--- src/rtl/hazard_pkg.sv ---
// hazard_pkg: shared select encoding, shadow-slot layout and match helpers
// for the hazard/forwarding controller.
package hazard_pkg;

    localparam int REG_W = 5;
    localparam logic [REG_W-1:0] REG_X0 = '0;

    typedef enum logic [1:0] {
        FWD_REG    = 2'b00,
        FWD_EX_MEM = 2'b01,
        FWD_WB     = 2'b10,
        FWD_IMM    = 2'b11
    } fwd_sel_t;

    typedef struct packed {
        logic             valid;
        logic [REG_W-1:0] rd;
        logic             reg_write;
        logic             mem_read;
        logic [REG_W-1:0] rs1;
        logic [REG_W-1:0] rs2;
        logic             use_rs1;
        logic             use_rs2;
        logic             alu_src;
    } stage_slot_t;

    localparam stage_slot_t EMPTY_SLOT = '0;

    // Slot s produces register r for a reader that really uses it; x0 never matches.
    function automatic logic writes_reg(stage_slot_t s, logic use_r, logic [REG_W-1:0] r);
        return s.valid & s.reg_write & use_r & (r == s.rd) & (r != REG_X0);
    endfunction

    function automatic fwd_sel_t pick_fwd(logic use_r, logic [REG_W-1:0] r,
                                          stage_slot_t mem, stage_slot_t wb);
        return writes_reg(mem, use_r, r) ? FWD_EX_MEM :
               writes_reg(wb, use_r, r)  ? FWD_WB : FWD_REG;
    endfunction

endpackage

--- src/rtl/hazard_slot_pipe.sv ---
// hazard_slot_pipe: EX/MEM/WB shadow of in-flight instruction info;
// a bubble loads an empty slot into EX.
module hazard_slot_pipe
    import hazard_pkg::*;
(
    input  logic        clk,
    input  logic        reset,
    input  logic        bubble,
    input  stage_slot_t id_slot,
    output stage_slot_t ex,
    output stage_slot_t mem,
    output stage_slot_t wb
);

    always_ff @(posedge clk or posedge reset) begin
        if (reset) begin
            ex  <= EMPTY_SLOT;
            mem <= EMPTY_SLOT;
            wb  <= EMPTY_SLOT;
        end else begin
            ex  <= bubble ? EMPTY_SLOT : id_slot;
            mem <= ex;
            wb  <= mem;
        end
    end

endmodule

--- src/rtl/hazard_forwarding_controller.sv ---
// hazard_forwarding_controller: ALU operand forwarding selects, load-use/RAW stall
// and branch flush control. Macro HAZARD_FORWARDING_EN enables forwarding.
module hazard_forwarding_controller
    import hazard_pkg::*;
#(
    parameter int REG_ADDR_W = 5,
    parameter int CNT_W      = 32,
    parameter int RF_BYPASS  = 1
) (
    input  logic                  clk,
    input  logic                  reset,
    input  logic [REG_ADDR_W-1:0] id_rs1,
    input  logic [REG_ADDR_W-1:0] id_rs2,
    input  logic                  id_use_rs1,
    input  logic                  id_use_rs2,
    input  logic [REG_ADDR_W-1:0] id_rd,
    input  logic                  id_reg_write,
    input  logic                  id_mem_read,
    input  logic                  id_alu_src,
    input  logic                  ex_branch_taken,
    output logic [1:0]            forward_a,
    output logic [1:0]            forward_b,
    output logic                  pc_write_en,
    output logic                  if_id_write_en,
    output logic                  if_id_flush,
    output logic                  id_ex_bubble,
    output logic [CNT_W-1:0]      stall_cycles,
    output logic [CNT_W-1:0]      flush_count
);

    stage_slot_t id_s, ex_s, mem_s, wb_s;
    logic hazard, flush, stall;
    logic unused_ok;

    assign id_s = '{valid: 1'b1, rd: id_rd, reg_write: id_reg_write, mem_read: id_mem_read,
                    rs1: id_rs1, rs2: id_rs2, use_rs1: id_use_rs1, use_rs2: id_use_rs2,
                    alu_src: id_alu_src};

    hazard_slot_pipe u_pipe (
        .clk    (clk),
        .reset  (reset),
        .bubble (id_ex_bubble),
        .id_slot(id_s),
        .ex     (ex_s),
        .mem    (mem_s),
        .wb     (wb_s)
    );

`ifdef HAZARD_FORWARDING_EN
    // Only a load in EX cannot be forwarded in time; everything else bypasses.
    assign hazard = ex_s.valid & ex_s.mem_read & (ex_s.rd != REG_X0) &
                    ((id_use_rs1 & (id_rs1 == ex_s.rd)) | (id_use_rs2 & (id_rs2 == ex_s.rd)));
    assign forward_a = pick_fwd(ex_s.use_rs1, ex_s.rs1, mem_s, wb_s);
    assign forward_b = ex_s.alu_src ? FWD_IMM : pick_fwd(ex_s.use_rs2, ex_s.rs2, mem_s, wb_s);
`else
    // Without bypass paths the consumer waits until the producer has written back.
    assign hazard = writes_reg(ex_s, id_use_rs1, id_rs1) | writes_reg(ex_s, id_use_rs2, id_rs2) |
                    writes_reg(mem_s, id_use_rs1, id_rs1) | writes_reg(mem_s, id_use_rs2, id_rs2) |
                    ((RF_BYPASS == 0) & (writes_reg(wb_s, id_use_rs1, id_rs1) |
                                         writes_reg(wb_s, id_use_rs2, id_rs2)));
    assign forward_a = FWD_REG;
    assign forward_b = ex_s.alu_src ? FWD_IMM : FWD_REG;
`endif

    // A taken branch discards the ID instruction, so it overrides any stall.
    assign flush          = ex_branch_taken & ~reset;
    assign stall          = hazard & ~flush;
    assign pc_write_en    = ~stall;
    assign if_id_write_en = ~stall;
    assign if_id_flush    = flush;
    assign id_ex_bubble   = stall | flush;

    always_ff @(posedge clk or posedge reset) begin
        if (reset) begin
            stall_cycles <= '0;
            flush_count  <= '0;
        end else begin
            if (stall && ~&stall_cycles) stall_cycles <= stall_cycles + 1'b1;
            if (flush && ~&flush_count) flush_count <= flush_count + 1'b1;
        end
    end

    assign unused_ok = ^{ex_s, mem_s, wb_s, RF_BYPASS != 0};

endmodule
--- config.mk ---
export PLATFORM = sky130hd
export DESIGN_NAME = hazard_forwarding_controller
export DESIGN_NICKNAME = d
export VERILOG_FILES = /design/src/rtl/hazard_pkg.sv /design/src/rtl/hazard_slot_pipe.sv /design/src/rtl/hazard_forwarding_controller.sv
export SDC_FILE = /design/constraint.sdc
export NUM_CORES = 1
export LEC_CHECK = 0
export CAP_MARGIN = 15
export CORE_AREA = 2 2 96 98
export CTS_CLUSTER_SIZE = 16
export DETAILED_ROUTE_END_ITERATION = 8
export DIE_AREA = 0 0 98 100
export GPL_TIMING_DRIVEN = 0
export PLACE_DENSITY = 0.74
export SYNTH_ARGS = -nofsm -noshare
export SYNTH_HDL_FRONTEND = slang
export SYNTH_SLANG_ARGS = --single-unit
--- constraint.sdc ---
create_clock -name clk -period 4.1 [get_ports clk]
set_clock_uncertainty 0.2 [all_clocks]
set_input_delay 0.82 -clock clk [delete_from_list [all_inputs] [get_ports clk]]
set_output_delay 0.82 -clock clk [all_outputs]
set_load 0.05 [all_outputs]
Word-level counts from Yosys, hierarchy flattened
Index checks and enable logic that the tools add are counted.

operators by class
  div/mod/pow operators = 0
  shifts and indexed selects = 0
  $add $sub $neg = 2
  muxes and demuxes = 2
  reduce and logical (&&, ||, !) cells = 8
  magnitude comparators = 0
  multipliers = 0
  equality and inequality tests = 4
  bitwise logic cells = 23

operator list
  operator                                                         count
  32-bit by 1-bit adder with 32-bit output, second input constant  2
  32-bit AND reduction                                             2
  21-bit 2-to-1 mux                                                1
  5-bit == test                                                    4
  1-bit bitwise AND                                                16
  5-bit nonzero test                                               2
  1-bit bitwise OR                                                 4
  1-bit NOT                                                        3
  1-bit logical AND                                                2
  1-bit zero test                                                  2
  2-bit 2-to-1 mux                                                 1

word-level totals
  output and inout port bits = 72
  memories kept = 0
  input port bits = 23
  bits in latches = 0
  word-level logic and storage cells = 48
  bits in read-only memories = 0
  RAM bits = 0
  register bits after elaboration = 79

Logic depth before layout (Yosys ltp)
Gate-level depths: netlist of run 1.

  word-level depth = 10
  mapped depth = 9
  depth with buffers taken out = 8

Hierarchy
Synthesis of run 1 repeated with hierarchy kept, for this count alone.

unflattened totals
  cell total of the unflattened synthesis = 432
  area, all modules = 5351.4 um^2

by module, submodules not included
  module                        area an instance (um^2)  seq. area each (um^2)  cells each  instances
  hazard_forwarding_controller  3567.2                   1601.5                 345         1
  hazard_slot_pipe              1784.2                   1576.5                 87          1

Worst setup path after synthesis of run 1
Ideal clock, no wire load.

  kind = input -> output
  from = input reset
  to = output id_ex_bubble
  stages = 5
  arrival time = 3.919 ns
  path buffers = 0
  required time = 3.080 ns
  path slack = -0.839 ns
  path through = inv_1 nand2_1 inv_1 nor2_1 inv_1

between the ends
  longest elaborated chain between the ends = 5

RTL lines
  element                line                                source
  start: declaration     hazard_forwarding_controller.sv:11  input logic reset,
  1-bit NOT (*)          hazard_forwarding_controller.sv:66  assign flush = ex_branch_taken & ~reset;
  1-bit bitwise AND (*)  hazard_forwarding_controller.sv:66
  net if_id_flush        hazard_forwarding_controller.sv:25  output logic if_id_flush,
  1-bit NOT              hazard_forwarding_controller.sv:67  assign stall = hazard & ~flush;
  1-bit bitwise AND      hazard_forwarding_controller.sv:67
  1-bit bitwise OR (*)   hazard_forwarding_controller.sv:71  assign id_ex_bubble = stall | flush;
  end: declaration       hazard_forwarding_controller.sv:26  output logic id_ex_bubble,

The timed path passes the listed nets; every way through them passes the cells marked *.

Worst setup path after layout of run 1
  from = input id_rs2[0]
  to = output if_id_write_en

between the ends
  longest elaborated chain between the ends = 8
  elaborated cells between the ends (all ways) = 12
  classes of those cells = eq/ne: 2; bitwise: 9; reduce/logical: 1

RTL lines
  element                         line                                source
  start: declaration              hazard_forwarding_controller.sv:13  input logic [REG_ADDR_W-1:0] id_rs2,
  5-bit == test                   hazard_pkg.sv:31                    return s.valid & s.reg_write & use_r & (r == s.rd) & (r != REG_X0);
  1-bit bitwise AND (2 in a row)  hazard_pkg.sv:31
  1-bit bitwise OR (2 in a row)   hazard_forwarding_controller.sv:57  assign hazard = writes_reg(ex_s, id_use_rs1, id_rs1) | writes_reg(ex_s, id_use_rs2, id_rs2) |
  1-bit bitwise OR (*)            hazard_forwarding_controller.sv:58  writes_reg(mem_s, id_use_rs1, id_rs1) | writes_reg(mem_s, id_use_rs2, id_rs2) |
  1-bit bitwise AND (*)           hazard_forwarding_controller.sv:67
  1-bit NOT (*)                   hazard_forwarding_controller.sv:69  assign if_id_write_en = ~stall;
  end: declaration                hazard_forwarding_controller.sv:24  output logic if_id_write_en,

Every way passes the cells marked *; elsewhere a longest branch is shown, timed or not.

==> results.sh, run 1 <==
export IMPL_min_path_cells=0
export IMPL_cts_hold_buf=0
export IMPL_start_kind="input pin"
export IMPL_wl_um=8540
export IMPL_max_slew_margin=0.364
export IMPL_avgRoutedWirePerCell_um=15.2
export IMPL_ys_warn_count=0
export IMPL_syn_area_sq_mm=0.00377
export IMPL_vias_per_cell=5.13
export IMPL_n_antenna_cell=0
export IMPL_yosysSeqAreaShare=0.525
export IMPL_synth_area_leaders="dfrtp_1 (52%), xnor2_1 (11%), xor2_1 (7.7%)"
export IMPL_yosys_most_used_dff="dfrtp_1"
export IMPL_dieArea_sq_mm=0.00980
export IMPL_maxCapViolCount=0
export IMPL_nets=469
export IMPL_met1_usage=0.243
export IMPL_synth_edf_count=0
export IMPL_cts_tree="done"
export IMPL_grt_busiest_layer="met2"
export IMPL_worst_pin_slew_ps=949
export IMPL_ys_seq_elements=79
export IMPL_grt_max_degree=40
export IMPL_ant_nets=0
export IMPL_remaining_drc_errors=0
export IMPL_grt_pass1_wl_um=14200
export IMPL_numCtsBuffers=9
export IMPL_grt_use_met3=0.0376
export IMPL_synth_top_area_cell="dfrtp_1"
export IMPL_peakVddDrop_v=0.000384
export IMPL_vias=2874
export IMPL_drive_gt1_frac=0.116
export IMPL_whs_ps=165
export IMPL_rr_startpoint="u_pipe.ex[18]$_DFF_PP0_"
export IMPL_clkLatencyLatePin_ps=350
export IMPL_slowest_delay_ps=540
export IMPL_critPathRequiredTime_ps=3080
export IMPL_die_x_um=98
export IMPL_r2r_slack_ps=1470
export IMPL_cp_max_fo=4
export IMPL_fin_setup_tns_ps=0
export IMPL_crit_slowest_cell="or4_1"
export IMPL_end_kind="primary output"
export IMPL_leakage_uw=0.00215
export IMPL_cts_max_path_buffers=2
export IMPL_fmax_ghz=0.256
export IMPL_worstPathCellList="clkdlybuf4s50_1 > or4_1 > o21ai_0 > o22ai_2 > nand2_1 > dlygate4sd2_1"
export IMPL_portBuffers=91
export IMPL_use_met2=0.283
export IMPL_grt_pass1_vias=2894
export IMPL_cp_num_cells=6
export IMPL_cts_root_buffer="clkbuf_8"
export IMPL_num_rows=35
export IMPL_cp_arrival_ps=2890
export IMPL_post_dp_cell_area_sq_mm=0.00486
export IMPL_synth_xor_area_share=0.191
export IMPL_async_flop_share=1.00
export IMPL_min_period_ps=3910
export IMPL_synth_compound_area_frac=0.0156
export IMPL_worstSetupPathType="in2out"
export IMPL_grt_setup_unrepaired="no"
export IMPL_avgSynthCellArea_sq_um=11.2
export IMPL_globalplace_congestion=0.793
export IMPL_antenna_found_initial=0
export IMPL_post_dp_hpwl_um=6080
export IMPL_clock_sinks=79
export IMPL_yosysUniqueCellTypes=36
export IMPL_syn_inst=337
export IMPL_die_h_um=100
export IMPL_fin_area_sq_mm=0.00507
export IMPL_synth_commonest_cells="dfrtp_1 (79), xnor2_1 (49), xor2_1 (33)"
export IMPL_cts_htree_levels=3
export IMPL_path_delay_family="buffers and inverters"
export IMPL_hold_viol=0
export IMPL_p_per_area_mw_per_mm2=366
export IMPL_path_clk_slew_ps=80
export IMPL_yosysMostFrequentCell="dfrtp_1"
export IMPL_synth_top_area_share=0.525
export IMPL_synth_simple_gate_area_frac=0.232
export IMPL_initialDrtViolationCount=79
export IMPL_synth_top_family_by_area="simple AND/OR/NAND/NOR gates"
export IMPL_rr_worst_depth=9
export IMPL_io_pins=95
export IMPL_grt_usage=0.180
export IMPL_first_pass_iters=4
export IMPL_grt_overflow=0
export IMPL_yosys_area_share_adder=0.00664
export IMPL_slew_viol_final=0
export IMPL_cp_num_buf_inv=2
export IMPL_fillers=770
export IMPL_status="completed"
export IMPL_design_core_area_sq_mm=0.00889
export IMPL_post_route_period_util=0.953
export IMPL_syn_to_final_growth_pct=34.7
export IMPL_initial_utilization=0.424
export IMPL_crit_start="id_rs2[0]"
export IMPL_synthMuxAreaShare=0.00698
export IMPL_hp_start="u_pipe.ex[20]$_DFF_PP0_"
export IMPL_hp_class="reg2reg"
export IMPL_setup_violations=0
repair_timing:
action | CTS | global route
setup endpoints to repair | 4 | 3
gates cloned | 2 | 0
gates resized for setup | 4 | 5
setup buffers | 1 | 0
kinds of logic (layout without fill, tap and decap cells):
| group | after synthesis | after routing |
|---|---|---|
| simple gates | 149 | 149 |
| xor+xnor | 82 | 82 |
| flops | 79 | 79 |
| buf+inv | 15 | 126 |
| compound gates | 7 | 7 |
| fa+ha+maj | 2 | 2 |
| mux | 2 | 2 |
| other cells | 1 | 2 |
flip-flops by register name (all words and copies together), names as in the netlist:
signal,cells
flush_count,32
stall_cycles,32
u_pipe.ex,8
u_pipe.mem,7
through the flow:
stage,instances,setup WS (ps),utilization,power (uW)
after floorplan,338,-76.1,-,1140
after global placement,540,-1670,0.544,1280
after detailed placement,541,-1060,0.546,1290
after CTS,560,48.1,0.571,1870
after global routing,560,32.6,0.570,1930
final,560,191,0.570,1850
path summary, 6_finish.rpt:
check	to
min in group asynchronous	stall_cycles[26]$_DFFE_PP0P_
setup / recovery	if_id_write_en
max in group asynchronous	flush_count[28]$_DFFE_PP0P_
setup reg to reg	stall_cycles[4]$_DFFE_PP0P_
hold reg to reg	u_pipe.mem[20]$_DFF_PP0_
hold / removal	u_pipe.mem[20]$_DFF_PP0_
worst register-to-register path, stage by stage (launching register included):
cell and delay (ps):
dfrtp_1 430, xor2_1 170, nor4_1 300, a22oi_1 130, o22ai_2 340, and3_1 200
buf_2 240, buf_4 230, nand4_1 140, xnor2_1 150
power by group:
group,internal [uW],switching [uW]
combinational,146,239
sequential,827,64.4
clock,295,284
total,1270,588
routing by layer:
layer	wire length, um	share of wire
met1	3920	0.46
met2	4010	0.47
met3	409	0.048
met5	0	0
met4	201	0.024
placed cells by master (no fill, tap or decap), types with 3 or more instances in the layout:
cell type / synthesis / layout
dfrtp_1: 79 / 79
nor3_1: 7 / 7
nand4_1: 25 / 25
clkbuf_8: 0 / 10
clkinv_2: 0 / 3
clkdlybuf4s50_1: 0 / 87
xnor2_1: 49 / 49
nor4_1: 5 / 5
xor2_1: 33 / 33
and3_2: 3 / 3
and3_1: 10 / 10
inv_1: 6 / 4
nor2_1: 18 / 17
nand3_1: 25 / 25
clkinvlp_4: 0 / 4
and2_1: 10 / 10
nand2_1: 25 / 24
buf_4: 7 / 9
and4_1: 7 / 7
final cells by class:
| cell class | instances | area [sq um] | share of cell area |
|---|---|---|---|
| buffer | 9 | 61.3 | 0.0121 |
| clock buffer | 10 | 138 | 0.0271 |
| clock inverter | 6 | 60.1 | 0.0118 |
| inverter | 6 | 30.0 | 0.00592 |
| multi-input combinational | 244 | 1720 | 0.340 |
| sequential | 79 | 1980 | 0.390 |
| tap | 111 | 139 | 0.0274 |
| timing repair buffer | 93 | 932 | 0.184 |
| timing repair inverter | 2 | 10.0 | 0.00197 |
Power figures use the tool's default switching activity.
==> inputs of run 2 (changes only) <==
CORE_AREA = 2 2 110 112   (was 2 2 96 98)
DIE_AREA = 0 0 112 114   (was 0 0 98 100)
SYNTH_HIERARCHICAL = 1   (was not set)
==> results.sh, run 2 <==
export IMPL_ant_nets=0
export IMPL_status="completed"
export IMPL_clockPowerShare=0.392
export IMPL_whs_ps=173
export IMPL_avgRoutedWirePerCell_um=15.4
export IMPL_grt_pass1_wl_um=16400
export IMPL_syn_to_final_growth_pct=36.6
export IMPL_slowest_delay_ps=520
export IMPL_start_kind="input pin"
export IMPL_layout_commonest_cell="clkdlybuf4s50_1"
export IMPL_first_pass_iters=4
export IMPL_end_kind="primary output"
export IMPL_setup_violations=0
export IMPL_cp_arrival_ps=2990
export IMPL_portBuffers=91
export IMPL_grt_max_degree=43
export IMPL_cts_max_path_buffers=2
export IMPL_fin_area_sq_mm=0.00552
export IMPL_combPwrFrac=0.173
export IMPL_cts_tree="done"
export IMPL_peakVddDrop_v=0.000465
export IMPL_cts_htree_levels=3
export IMPL_globalplace_congestion=0.823
export IMPL_fmax_ghz=0.249
export IMPL_remaining_drc_errors=0
export IMPL_clkLatencyLatePin_ps=350
export IMPL_cp_num_buf_inv=4
export IMPL_vias_per_cell=4.96
export IMPL_grt_usage=0.162
export IMPL_io_pins=95
export IMPL_post_dp_hpwl_um=7130
export IMPL_worst_pin_slew_ps=695
export IMPL_n_antenna_cell=0
export IMPL_min_period_ps=4010
export IMPL_leakage_uw=0.00237
export IMPL_worstPathCellList="clkdlybuf4s50_1 > or4_1 > o21ai_1 > nand2b_1 > o32ai_4 > buf_6 > clkinvlp_4 > clkdlybuf4s15_2"
export IMPL_numCtsBuffers=9
export IMPL_avgSynthCellArea_sq_um=10.9
export IMPL_clock_sinks=79
export IMPL_critPathRequiredTime_ps=3080
export IMPL_syn_inst=371
export IMPL_die_x_um=112
export IMPL_drive_gt1_frac=0.124
export IMPL_vias=3122
export IMPL_reg_top3="flush_count (32), stall_cycles (32), u_pipe/ex (8)"
export IMPL_p_seq_frac=0.435
export IMPL_crit_slowest_cell="or4_1"
export IMPL_grt_pass1_vias=3339
export IMPL_num_rows=40
export IMPL_nets=503
export IMPL_path_clk_slew_ps=60
export IMPL_path_delay_family="buffers and inverters"
export IMPL_initial_utilization=0.345
export IMPL_post_dp_cell_area_sq_mm=0.00520
export IMPL_p_per_area_mw_per_mm2=370
export IMPL_cts_hold_buf=0
export IMPL_p_int_uw=1420
export IMPL_ys_warn_count=6
export IMPL_syn_area_sq_mm=0.00404
export IMPL_slew_viol_final=0
export IMPL_maxCapViolCount=0
export IMPL_initialDrtViolationCount=132
export IMPL_hp_class="reg2reg"
export IMPL_final_cell_mix="clkdlybuf4s50_1 (88), dfrtp_1 (79), xnor2_1 (42)"
export IMPL_cp_max_fo=10
export IMPL_grt_overflow=0
export IMPL_max_slew_margin=0.534
export IMPL_dieArea_sq_mm=0.0128
export IMPL_grt_setup_unrepaired="yes"
export IMPL_p_switching_uw=617
export IMPL_post_route_period_util=0.978
export IMPL_switching_share=0.302
export IMPL_wl_um=9700
export IMPL_cts_root_buffer="clkbuf_16"
export IMPL_antenna_found_initial=0
export IMPL_worstSetupPathType="in2out"
export IMPL_die_h_um=114
export IMPL_hold_viol=0
export IMPL_design_core_area_sq_mm=0.0117
[run 2: cell count changes in the layout (fill, tap and decap cells not counted), sizes merged, moves of 3 or more]
cell	before	now
xor2	33	39
inv	4	10
buf	11	15
nor4	6	11
and2	12	7
and3	13	17
nor4b	1	4
nand4	26	29
nand3	25	30
xnor2	49	42
nor2b	0	8
[run 2: layout make-up]
| class | count | area [sq um] |
|---|---|---|
| Sequential cell | 79 | 1980 |
| Timing Repair Buffer | 94 | 947 |
| Clock buffer | 9 | 225 |
| Fill cell | 1116 | 6200 |
| Clock inverter | 7 | 72.6 |
| Timing Repair inverter | 1 | 5.00 |
| Multi-Input combinational cell | 270 | 1940 |
| Tap cell | 147 | 184 |
| Inverter | 12 | 65.1 |
| Buffer | 11 | 97.6 |
[run 2: path summary, 6_finish.rpt]
path,from,to,slack (ps),depth (start not counted)
hold reg to reg,u_pipe/ex[20]$_DFF_PP0_,u_pipe/mem[20]$_DFF_PP0_,170,0
min in group asynchronous,reset,u_pipe/ex[0]$_DFF_PP0_,850,2
hold / removal,u_pipe/ex[20]$_DFF_PP0_,u_pipe/mem[20]$_DFF_PP0_,170,0
max in group asynchronous,reset,stall_cycles[9]$_DFFE_PP0P_,2200,3
setup reg to reg,flush_count[20]$_DFFE_PP0P_,flush_count[26]$_DFFE_PP0P_,1580,6
setup / recovery,id_rs2[1],if_id_write_en,90,8
[run 2: worst register-to-register path, delay by kind of cell (launching register included)]
family	cells	cell delay [ps]
compound gates	1	380
xor+xnor	1	150
simple gates	4	1230
flops	1	450
[run 2: through the flow]
step / cells / worst slack (ps) / util / setup TNS [ps] / total power [uW]
2_1_floorplan: 372 / -98.4 / - / -98.4 / 1120
3_3_place_gp: 610 / -1570 / 0.442 / -13070 / 1240
3_5_place_dp: 611 / -756 / 0.444 / -1830 / 1250
4_1_cts: 629 / 4.37 / 0.471 / 0 / 2060
5_1_grt: 630 / -42.1 / 0.471 / -42.1 / 2130
6_report: 630 / 90.6 / 0.471 / 0 / 2040
[run 2: routing by layer]
metal | global-route usage | part of all wire | vias to the layer above
met2 | 0.269 | 0.49 | 79
met4 | 0.0707 | 0.019 | 0
li1 | - | - | 1501
met5 | 0 | 0 | -
met1 | 0.200 | 0.44 | 1524
met3 | 0.0414 | 0.048 | 18
[run 2: power groups by stage]
stage / Combinational (uW) / Sequential [uW] / Clock, uW
4_1_cts: 358 / 887 / 816
3_3_place_gp: 345 / 898 / 0
6_report: 354 / 888 / 800
3_5_place_dp: 354 / 901 / 0
5_1_grt: 377 / 896 / 854
2_1_floorplan: 115 / 1000 / 0
[run 2: repair_timing]
item                       4_1_cts  5_1_grt
buffers inserted                 1        1
cloned                           1        0
setup endpoints to repair        3        3
pin swaps                        0        1
gates resized for setup          7        3
